<file path="config.mk">
export PLATFORM = sky130hd
export DESIGN_NAME = multi_deque_flat
export DESIGN_NICKNAME = d
export VERILOG_FILES = /design/src/rtl/multi_deque_if.sv /design/src/rtl/multi_deque.sv /design/src/flat_wrapper.sv
export SDC_FILE = /design/constraint.sdc
export NUM_CORES = 1
export LEC_CHECK = 0
export ABC_AREA = 1
export CAP_MARGIN = 20
export CORE_MARGIN = 5
export CORE_UTILIZATION = 52
export CTS_CLUSTER_DIAMETER = 150
export DETAILED_ROUTE_END_ITERATION = 8
export PLACE_DENSITY = 0.68
export SYNTH_ARGS = -nofsm -noshare
export SYNTH_HDL_FRONTEND = slang
export SYNTH_SLANG_ARGS = --single-unit
</file>
<file path="constraint.sdc">
create_clock -name clk -period 7.3 [get_ports clk]
set_input_delay 1.46 -clock clk [delete_from_list [all_inputs] [get_ports clk]]
set_output_delay 1.46 -clock clk [all_outputs]
set_load 0.005 [all_outputs]
</file>
<file path="src/rtl/multi_deque_if.sv">
// -----------------------------------------------------------------------------
// multi_deque_if
// Shared command/data bus of the multi-channel deque store.
//   ch_sel   : channel addressed this cycle
//   end_sel  : 0 = front end, 1 = back end
//   push/pop : operation strobes (both high = replace / pass-through)
//   data_in  : word to push
//   data_out : last popped word (registered)
//   empty    : per-channel empty flags (registered)
//   full     : per-channel full flags (registered)
//   count    : occupancy of the channel on ch_sel (combinational)
//   err      : one-cycle pulse after a rejected operation
// master = user side driving commands, slave = the deque block.
// -----------------------------------------------------------------------------
interface multi_deque_if #(
  parameter int WIDTH    = 8,
  parameter int DEPTH    = 12,
  parameter int CHANNELS = 4,
  parameter int CH_W     = (CHANNELS > 1) ? $clog2(CHANNELS) : 1,
  parameter int CNT_W    = $clog2(DEPTH + 1)
) ();
  logic [CH_W-1:0]     ch_sel;
  logic                end_sel;
  logic                push;
  logic                pop;
  logic [WIDTH-1:0]    data_in;
  logic [WIDTH-1:0]    data_out;
  logic [CHANNELS-1:0] empty;
  logic [CHANNELS-1:0] full;
  logic [CNT_W-1:0]    count;
  logic                err;

  modport master (
    output ch_sel, end_sel, push, pop, data_in,
    input  data_out, empty, full, count, err
  );

  modport slave (
    input  ch_sel, end_sel, push, pop, data_in,
    output data_out, empty, full, count, err
  );
endinterface

</file>
<file path="src/rtl/multi_deque.sv">
// -----------------------------------------------------------------------------
// multi_deque
// CHANNELS independent double-ended queues of DEPTH x WIDTH words behind one
// shared push/pop port. Each channel is a circular buffer with a head pointer
// (front word), a tail pointer (first free slot after the back word) and an
// occupancy counter, so DEPTH need not be a power of two.
// Ports:
//   clk : rising-edge clock
//   rst : asynchronous active-high reset (clears pointers, counters, flags)
//   bus : multi_deque_if slave modport (see interface header)
// -----------------------------------------------------------------------------
module multi_deque #(
  parameter int WIDTH    = 8,
  parameter int DEPTH    = 12,
  parameter int CHANNELS = 4,
  parameter int CH_W     = (CHANNELS > 1) ? $clog2(CHANNELS) : 1,
  parameter int CNT_W    = $clog2(DEPTH + 1)
) (
  input logic          clk,
  input logic          rst,
  multi_deque_if.slave bus
);
  localparam int PTR_W = $clog2(DEPTH);
  localparam logic [PTR_W-1:0] PTR_ZERO = {PTR_W{1'b0}};
  localparam logic [PTR_W-1:0] PTR_ONE  = PTR_W'(1);
  localparam logic [PTR_W-1:0] PTR_LAST = PTR_W'(DEPTH - 1);
  localparam logic [CNT_W-1:0] OCC_ZERO = {CNT_W{1'b0}};
  localparam logic [CNT_W-1:0] OCC_ONE  = CNT_W'(1);
  localparam logic [CNT_W-1:0] OCC_FULL = CNT_W'(DEPTH);
  localparam logic [CH_W:0]    CH_LIMIT = (CH_W + 1)'(CHANNELS);

  // Explicit modulo-DEPTH wrap in both directions.
  function automatic logic [PTR_W-1:0] ptr_inc(input logic [PTR_W-1:0] p);
    return (p == PTR_LAST) ? PTR_ZERO : (p + PTR_ONE);
  endfunction

  function automatic logic [PTR_W-1:0] ptr_dec(input logic [PTR_W-1:0] p);
    return (p == PTR_ZERO) ? PTR_LAST : (p - PTR_ONE);
  endfunction

  logic [WIDTH-1:0]    mem_q  [CHANNELS][DEPTH];
  logic [PTR_W-1:0]    head_q [CHANNELS];
  logic [PTR_W-1:0]    head_d [CHANNELS];
  logic [PTR_W-1:0]    tail_q [CHANNELS];
  logic [PTR_W-1:0]    tail_d [CHANNELS];
  logic [CNT_W-1:0]    occ_q  [CHANNELS];
  logic [CNT_W-1:0]    occ_d  [CHANNELS];
  logic [WIDTH-1:0]    data_out_q, data_out_d;
  logic                err_q, err_d;
  logic [CHANNELS-1:0] empty_q, empty_d;
  logic [CHANNELS-1:0] full_q, full_d;

  logic                sel_valid_s;
  logic [CH_W-1:0]     ch_idx_s;
  logic [PTR_W-1:0]    cur_head_s, cur_tail_s;
  logic [CNT_W-1:0]    cur_occ_s;
  logic [PTR_W-1:0]    head_m1_s, head_p1_s, tail_m1_s, tail_p1_s;
  logic [PTR_W-1:0]    end_addr_s;
  logic                wr_en_s;
  logic [PTR_W-1:0]    wr_addr_s;

  // Out-of-range selects are steered to channel 0 for reads only; every
  // operation on them is rejected below, so channel 0 is never modified.
  assign sel_valid_s = ({1'b0, bus.ch_sel} < CH_LIMIT);
  assign ch_idx_s    = sel_valid_s ? bus.ch_sel : {CH_W{1'b0}};
  assign cur_head_s  = head_q[ch_idx_s];
  assign cur_tail_s  = tail_q[ch_idx_s];
  assign cur_occ_s   = occ_q[ch_idx_s];
  assign head_m1_s   = ptr_dec(cur_head_s);
  assign head_p1_s   = ptr_inc(cur_head_s);
  assign tail_m1_s   = ptr_dec(cur_tail_s);
  assign tail_p1_s   = ptr_inc(cur_tail_s);
  // Slot holding the word at the selected end (front word or last back word).
  assign end_addr_s  = bus.end_sel ? tail_m1_s : cur_head_s;

  // Next-state decode for the single channel addressed this cycle.
  always_comb begin
    head_d     = head_q;
    tail_d     = tail_q;
    occ_d      = occ_q;
    data_out_d = data_out_q;
    err_d      = 1'b0;
    wr_en_s    = 1'b0;
    wr_addr_s  = end_addr_s;
    if (!(bus.push || bus.pop)) begin
      err_d = 1'b0;
    end else if (!sel_valid_s) begin
      err_d = 1'b1;
    end else if (bus.push && bus.pop) begin
      // Replace the end word; on an empty channel the word just passes through.
      if (cur_occ_s == OCC_ZERO) begin
        data_out_d = bus.data_in;
      end else begin
        data_out_d = mem_q[ch_idx_s][end_addr_s];
        wr_en_s    = 1'b1;
        wr_addr_s  = end_addr_s;
      end
    end else if (bus.push) begin
      if (cur_occ_s == OCC_FULL) begin
        err_d = 1'b1;
      end else begin
        wr_en_s          = 1'b1;
        occ_d[ch_idx_s]  = cur_occ_s + OCC_ONE;
        if (bus.end_sel) begin
          wr_addr_s        = cur_tail_s;
          tail_d[ch_idx_s] = tail_p1_s;
        end else begin
          wr_addr_s        = head_m1_s;
          head_d[ch_idx_s] = head_m1_s;
        end
      end
    end else begin
      if (cur_occ_s == OCC_ZERO) begin
        err_d = 1'b1;
      end else begin
        data_out_d      = mem_q[ch_idx_s][end_addr_s];
        occ_d[ch_idx_s] = cur_occ_s - OCC_ONE;
        if (bus.end_sel) begin
          tail_d[ch_idx_s] = tail_m1_s;
        end else begin
          head_d[ch_idx_s] = head_p1_s;
        end
      end
    end
  end

  // Flags are derived from next-state occupancy so they register with it.
  always_comb begin
    empty_d = {CHANNELS{1'b0}};
    full_d  = {CHANNELS{1'b0}};
    for (int i = 0; i < CHANNELS; i++) begin
      empty_d[i] = (occ_d[i] == OCC_ZERO);
      full_d[i]  = (occ_d[i] == OCC_FULL);
    end
  end

  // Control state: pointers, occupancies, flags, output word and error pulse.
  always_ff @(posedge clk or posedge rst) begin
    if (rst) begin
      head_q     <= '{default: PTR_ZERO};
      tail_q     <= '{default: PTR_ZERO};
      occ_q      <= '{default: OCC_ZERO};
      data_out_q <= {WIDTH{1'b0}};
      err_q      <= 1'b0;
      empty_q    <= {CHANNELS{1'b1}};
      full_q     <= {CHANNELS{1'b0}};
    end else begin
      head_q     <= head_d;
      tail_q     <= tail_d;
      occ_q      <= occ_d;
      data_out_q <= data_out_d;
      err_q      <= err_d;
      empty_q    <= empty_d;
      full_q     <= full_d;
    end
  end

  // Storage array; contents are deliberately not reset.
  always_ff @(posedge clk) begin
    if (wr_en_s) begin
      mem_q[ch_idx_s][wr_addr_s] <= bus.data_in;
    end
  end

  assign bus.data_out = data_out_q;
  assign bus.err      = err_q;
  assign bus.empty    = empty_q;
  assign bus.full     = full_q;
  assign bus.count    = sel_valid_s ? cur_occ_s : OCC_ZERO;
endmodule
</file>
<file path="src/flat_wrapper.sv">
// flat-port wrapper written by rule: the top's interface ports become plain ports
module multi_deque_flat 
#(
  parameter int WIDTH    = 8,
  parameter int DEPTH    = 12,
  parameter int CHANNELS = 4,
  parameter int CH_W     = (CHANNELS > 1) ? $clog2(CHANNELS) : 1,
  parameter int CNT_W    = $clog2(DEPTH + 1)
)
  (clk, rst, bus_ch_sel, bus_end_sel, bus_push, bus_pop, bus_data_in, bus_data_out, bus_empty, bus_full, bus_count, bus_err);
  multi_deque_if #(.WIDTH(WIDTH), .DEPTH(DEPTH), .CHANNELS(CHANNELS), .CH_W(CH_W), .CNT_W(CNT_W)) bus_i ();
  input logic clk;
  input logic rst;
  input wire logic [$bits(bus_i.ch_sel)-1:0] bus_ch_sel;
  input wire logic [$bits(bus_i.end_sel)-1:0] bus_end_sel;
  input wire logic [$bits(bus_i.push)-1:0] bus_push;
  input wire logic [$bits(bus_i.pop)-1:0] bus_pop;
  input wire logic [$bits(bus_i.data_in)-1:0] bus_data_in;
  output wire logic [$bits(bus_i.data_out)-1:0] bus_data_out;
  output wire logic [$bits(bus_i.empty)-1:0] bus_empty;
  output wire logic [$bits(bus_i.full)-1:0] bus_full;
  output wire logic [$bits(bus_i.count)-1:0] bus_count;
  output wire logic [$bits(bus_i.err)-1:0] bus_err;
  assign bus_i.ch_sel = bus_ch_sel;
  assign bus_i.end_sel = bus_end_sel;
  assign bus_i.push = bus_push;
  assign bus_i.pop = bus_pop;
  assign bus_i.data_in = bus_data_in;
  assign bus_data_out = bus_i.data_out;
  assign bus_empty = bus_i.empty;
  assign bus_full = bus_i.full;
  assign bus_count = bus_i.count;
  assign bus_err = bus_i.err;
  multi_deque #(.WIDTH(WIDTH), .DEPTH(DEPTH), .CHANNELS(CHANNELS), .CH_W(CH_W), .CNT_W(CNT_W)) u_core (.clk(clk), .rst(rst), .bus(bus_i));
endmodule
</file>
-- Word-level counts from Yosys, hierarchy flattened
Memories as Yosys holds them, arrays and structs flattened.
Index checks and enable logic that the tools add are counted.
- register bits after elaboration: 65
- bits in writable memories: 384
- input port bits: 15
- output and inout port bits: 21
- memories: 1
- $add $sub $neg: 6
- $lt $le $gt $ge: 5
- eq/ne operators: 11
- multiplexer cells: 63
- bitwise gates (word level): 5
- reductions and logical operators: 14
- memories (name ; depth ; width ; rd ports ; clocked after memory_dff ; wr ports ; line ; text):
    u_core.mem_q ; 4 ; 96 ; 1 ; 0 ; 1 ; multi_deque.sv:41 ; logic [WIDTH-1:0] mem_q [CHANNELS][DEPTH];
- operator list (kind ; count):
    16-bit two-way mux ; 15
    16-bit bitwise mux ; 6
    96-bit two-way mux ; 1
    4-bit two-way mux ; 17
    8-bit two-way mux ; 7
    8-bit binary-select mux with 4-bit select ; 1
    8-bit demux with 4-bit select ; 1
    4-bit equality test, second input constant ; 7
    4-bit zero test ; 7
    4-bit binary-select mux with 2-bit select ; 3
    4-bit by 1-bit adder with 4-bit output, second input constant ; 3
    4-bit by 1-bit subtractor with 4-bit output, second input constant ; 3
    1-bit two-way mux ; 11
    5-bit >= comparator, second input constant ; 2
    4-bit NOT with 5-bit output ; 2
    5-bit AND reduction ; 2
    4-bit demux with 2-bit select ; 1
    5-bit by 1-bit less-than comparator with 1-bit output, second input constant ; 1
    2-bit by 1-bit inequality test with 1-bit output, second input constant ; 2
    2-bit inequality test, second input constant ; 2
    3-bit >= comparator, second input constant ; 1
    1-bit logical AND ; 3
    3-bit by 1-bit less-than comparator with 1-bit output, second input constant ; 1
    2-bit NOT with 3-bit output ; 1
    other kinds (3) ; 4

-- Longest topological paths before layout
- depth in word-level cells: 17
- depth in mapped cells: 21
- mapped depth without buffers: 19

-- Least setup slack after synthesis
OpenSTA, ideal clock, no wires.
- path type: input to register
- start: input port bus_ch_sel[1]
- end: memory u_core.mem_q[0][64] (netlist bit), enable pin
- data arrival time: 3.880 ns
- data required time: 6.930 ns
- path slack: 3.049 ns
- stages: 17
- cell sequence: buf_4 inv_2 nand2_1 clkbuf_1 o22ai_1 nor2_1 ha_1 nand3_2 nand2_2 nor2_4 inv_2 nand2_1 nand2_1 inv_2 nor2_2 nand2_1 nor2_1
- word-level cells in the longest chain between the ends: 17
- elaborated cells on any way between the ends: 37
- classes of those cells: add/sub: 2; order compare: 2; eq/ne: 1; mux: 26; bitwise: 2; reduce/logical: 4
- RTL lines (element ; line ; text):
    start, declared ; flat_wrapper.sv:14 ; input wire logic [$bits(bus_i.ch_sel)-1:0] bus_ch_sel;
    2-bit NOT with 3-bit output (not written as such) ; multi_deque.sv:66, multi_deque.sv:67, multi_deque.sv:68 ;
    4-bit binary-select mux with 2-bit select, on equally long branches ; multi_deque.sv:66, multi_deque.sv:67 ;
    4-bit two-way mux, on equally long branches (2 in a row) ; multi_deque.sv:66, multi_deque.sv:67 ;
    4-bit by 1-bit subtractor with 4-bit output or 4-bit zero test (tied branches) ; multi_deque.sv:38 ; return (p == PTR_ZERO) ? PTR_LAST : (p - PTR_ONE);
    4-bit two-way mux ; multi_deque.sv:38 ;
    4-bit two-way mux, on equally long branches ; multi_deque.sv:104, multi_deque.sv:74 ;
    4-bit two-way mux ; multi_deque.sv:99 ; if (cur_occ_s == OCC_FULL) begin
    4-bit two-way mux ; multi_deque.sv:98 ; end else if (bus.push) begin
    4-bit two-way mux ; multi_deque.sv:89 ; end else if (bus.push && bus.pop) begin
    4-bit two-way mux ; multi_deque.sv:85 ; if (!(bus.push || bus.pop)) begin
    4-bit NOT with 5-bit output (not written as such) ; multi_deque.sv:161 ; mem_q[ch_idx_s][wr_addr_s] <= bus.data_in;
    5-bit >= comparator (not written as such) or 5-bit by 1-bit less-than comparator with 1-bit output (tied branches) ; multi_deque.sv:161 ;
    1-bit logical AND (not written as such) ; multi_deque.sv:161 ;
    8-bit two-way mux (not written as such) ; multi_deque.sv:161 ;
    8-bit demux with 4-bit select ; multi_deque.sv:161 ;
    96-bit two-way mux (not written as such) ; multi_deque.sv:161 ;
    end, declared ; multi_deque.sv:41 ;
Parallel ways exist; a longest one is shown, timed or not. The select of a mux whose other input is x is not followed.

-- Final worst setup path
- start: input port bus_ch_sel[1]
- end: memory u_core.mem_q[3][7] (netlist bit), enable pin
Same word-level chain as after synthesis.

==> out/results.tsv <==
metric	value	unit
drt total wl	47000	um
Worst setup SP type	input pin	
R2R Setup Slk	2910	ps
postcts setup bufs	0	
GPL Wtd Cong	0.905	
register area share after synthesis	68.8	%
M1 GR Usage	33.1	%
Global Route met2 Usage	36.1	%
Final min period	5950	ps
clock slew at reported path FFs	60	ps
Setup Total Neg Slack	0	ps
Worst Path Max Fanout	49	
Die Y	202	um
H-tree depth	2	
pwr dens	318	nW/um2
Detailed Place HPWL	28700	um
reg2reg start	u_core.tail_q[1]	
skew final	25.0	ps
Syn Area/Cell	10.8	um2
IO Count	36	
met3 Use GR	3.56	%
Rel. slew slack	43.5	%
first drt pass iteration count	6	
Synth Net Count	1786	
leakage	8.25	nW
Routed Antenna Nets	0	
final setup violation count	0	
detailed-route via count	13300	
worst hold stages	2	
fillers	2954	
first-pass GRT wire length	73300	um
RSZ-0062 raised after global routing	false	
n_diodes	0	
Final Cycle Share	81.4	%
Num CTS Buffers	46	
CP Launch Point	bus_ch_sel[1]	
Hold Path Class	reg -> reg	
cells on worst reg2reg path	13	
max-slew violations	0	
Port Buffers	35	
Mapped Area	19100	um2
vias in the first global route	12800	
Post-route DRC	0	
GRT Residual Overflow	0	
Skew-Pair Late Insertion Delay	590	ps
Layout area overhead	12.0	%
worst endpoint required time	7510	ps
MaxCap Viol Count	0	
pin count of the biggest net entering global routing	66	
GR Util All Layers	23.0	%
initial core utilization	52.5	%
# hold bufs at CTS	0	
Final Hold Viols	0	
initial antenna violation count	0	
root buffer cell	clkbuf_16	
Resized Gates After CTS	0	
row count	70	
wire per inst	20.5	um
CTS tree	done	
yosys warns	0	
grt peak-use layer	met2	
DRT iter0 DRCs	1253	
die footprint	40800	um2
kind of critical path	in -> reg	
#FFs+latches synth	449	
outcome	completed	
hold_ws	479	ps
Worst IR Drop VDD	0.235	mV
layout cells sized above 1	7.93	%
worst slew pin tran	847	ps
crit path DAT	6160	ps
max frequency	0.168	GHz
Critical Path Sink	u_core.mem_q[3][7]	
maximum root-to-sink buffer count	3	
number of distinct library cells after synthesis	35	
vias per inst	5.78	
Nets	1813	
CTS Sinks	449	
Placeable Area	36400	um2
Syn Inst Count	1765	
worst reg2reg endpoint	u_core.mem_q[3][7]	
die width	202	um
critical path capture point type	register	
-- final cells by class --
type	instances	area, um2	area share [%]
Inverter	122	458	2.14
Clock inverter	31	338	1.58
Clock buffer	54	1180	5.51
Tap cell	468	586	2.73
Multi-Input combinational cell	1113	5210	24.3
Timing Repair Buffer	60	498	2.32
Sequential cell	449	13200	61.4
-- sequential cells by signal, summed over array words and instances (netlist names) --
signal,count
u_core.bus.data_out,8
u_core.bus.empty,4
u_core.bus.err,1
u_core.bus.full,4
u_core.head_q,16
u_core.mem_q,384
u_core.occ_q,16
u_core.tail_q,16
-- stage by stage --
stage / instance area, um2 / power (W) / utilization, % / cells / setup slack [ps]
final: 21400 / 0.00682 / 58.8 / 2297 / 1350
after global routing: 21400 / 0.00714 / 58.8 / 2297 / 1000
after CTS: 21400 / 0.00683 / 58.8 / 2297 / 1530
after detailed placement: 19900 / 0.00448 / 54.7 / 2212 / 942
after global placement: 19900 / 0.00446 / 54.7 / 2212 / 1110
after floorplan: 19100 / 0.00401 / - / 1765 / 3050
-- layout by cell type (no fill, tap or decap), types with 16 or more instances in the layout --
cell / count
edfxtp_1: 384
inv_2: 16
clkdlybuf4s50_1: 27
a21oi_1: 53
clkbuf_16: 46
buf_4: 25
o21ai_0: 33
o22ai_1: 67
dfrtp_1: 61
inv_1: 105
nand2_1: 470
nand3_1: 184
a22oi_1: 43
nor2_1: 169
a211oi_1: 24
-- how the worst min path moves through the flow --
stage,from,end,slack (ps)
2_1_floorplan,u_core.tail_q[1],u_core.tail_q[1],440
3_3_place_gp,u_core.bus.data_out[7],u_core.bus.data_out[7],460
3_5_place_dp,u_core.tail_q[13],u_core.tail_q[13],470
4_1_cts,u_core.tail_q[13],u_core.tail_q[13],480
5_1_grt,u_core.bus.data_out[3],u_core.bus.data_out[3],500
6_report,u_core.bus.data_out[6],u_core.bus.data_out[6],480
-- where the power goes --
| group | internal (W) | switching, W |
|---|---|---|
| logic | 0.000418 | 0.000962 |
| clock network | 0.00138 | 0.000982 |
| registers | 0.00298 | 0.0000910 |
-- routing by layer --
| layer | share of wire, % | routed length, um |
|---|---|---|
| met1 | 43 | 20100 |
| met2 | 46 | 21800 |
| met3 | 7.8 | 3680 |
| met4 | 3.1 | 1430 |
| met5 | 0 | 0 |
-- critical path, stage by stage --
cell	delay, ps
clkdlybuf4s50_1	660
inv_2	230
nand2_2	80
buf_4	260
inv_2	410
a22oi_1	160
nand4_1	110
buf_4	460
nand2_1	610
nand2_1	240
o21ai_1	120
nor2_1	460
nand2_1	280
nor2_1	580
-- cells by family (layout without fill, tap and decap cells) --
family	after synthesis	after routing	share of synthesized area, %
and+or+nand+nor	858	858	18.7
DFF	449	449	68.8
AOI/OAI and AO/OA	243	243	7.81
buffers and inverters	203	267	4.11
adders and majority gates	6	6	0.392
xor gates and xnor gates	6	6	0.275
-- synth_stat cells (all sizes together) --
master  number  area share [%]
nand2      477             9.4
edfxtp     384              60
nand3      187             5.0
nor2       181             3.8
inv        121             2.4
o22ai       68             2.3
dfrtp       61             8.0
a21oi       53             1.4
o21ai       49             1.3
clkbuf      44            0.86
a22oi       43             1.7
buf         37            0.86
a211oi      24            0.94
nand4        9            0.29
ha           6            0.39
dfstp        4            0.55
o211ai       4            0.16
xor2         4            0.18
a31oi        2           0.065
nor3         2           0.052
xnor2        2           0.092
and2         1           0.033
clkinv       1           0.020
nand3b       1           0.039
Note: power is estimated with default switching activity, not from simulation.
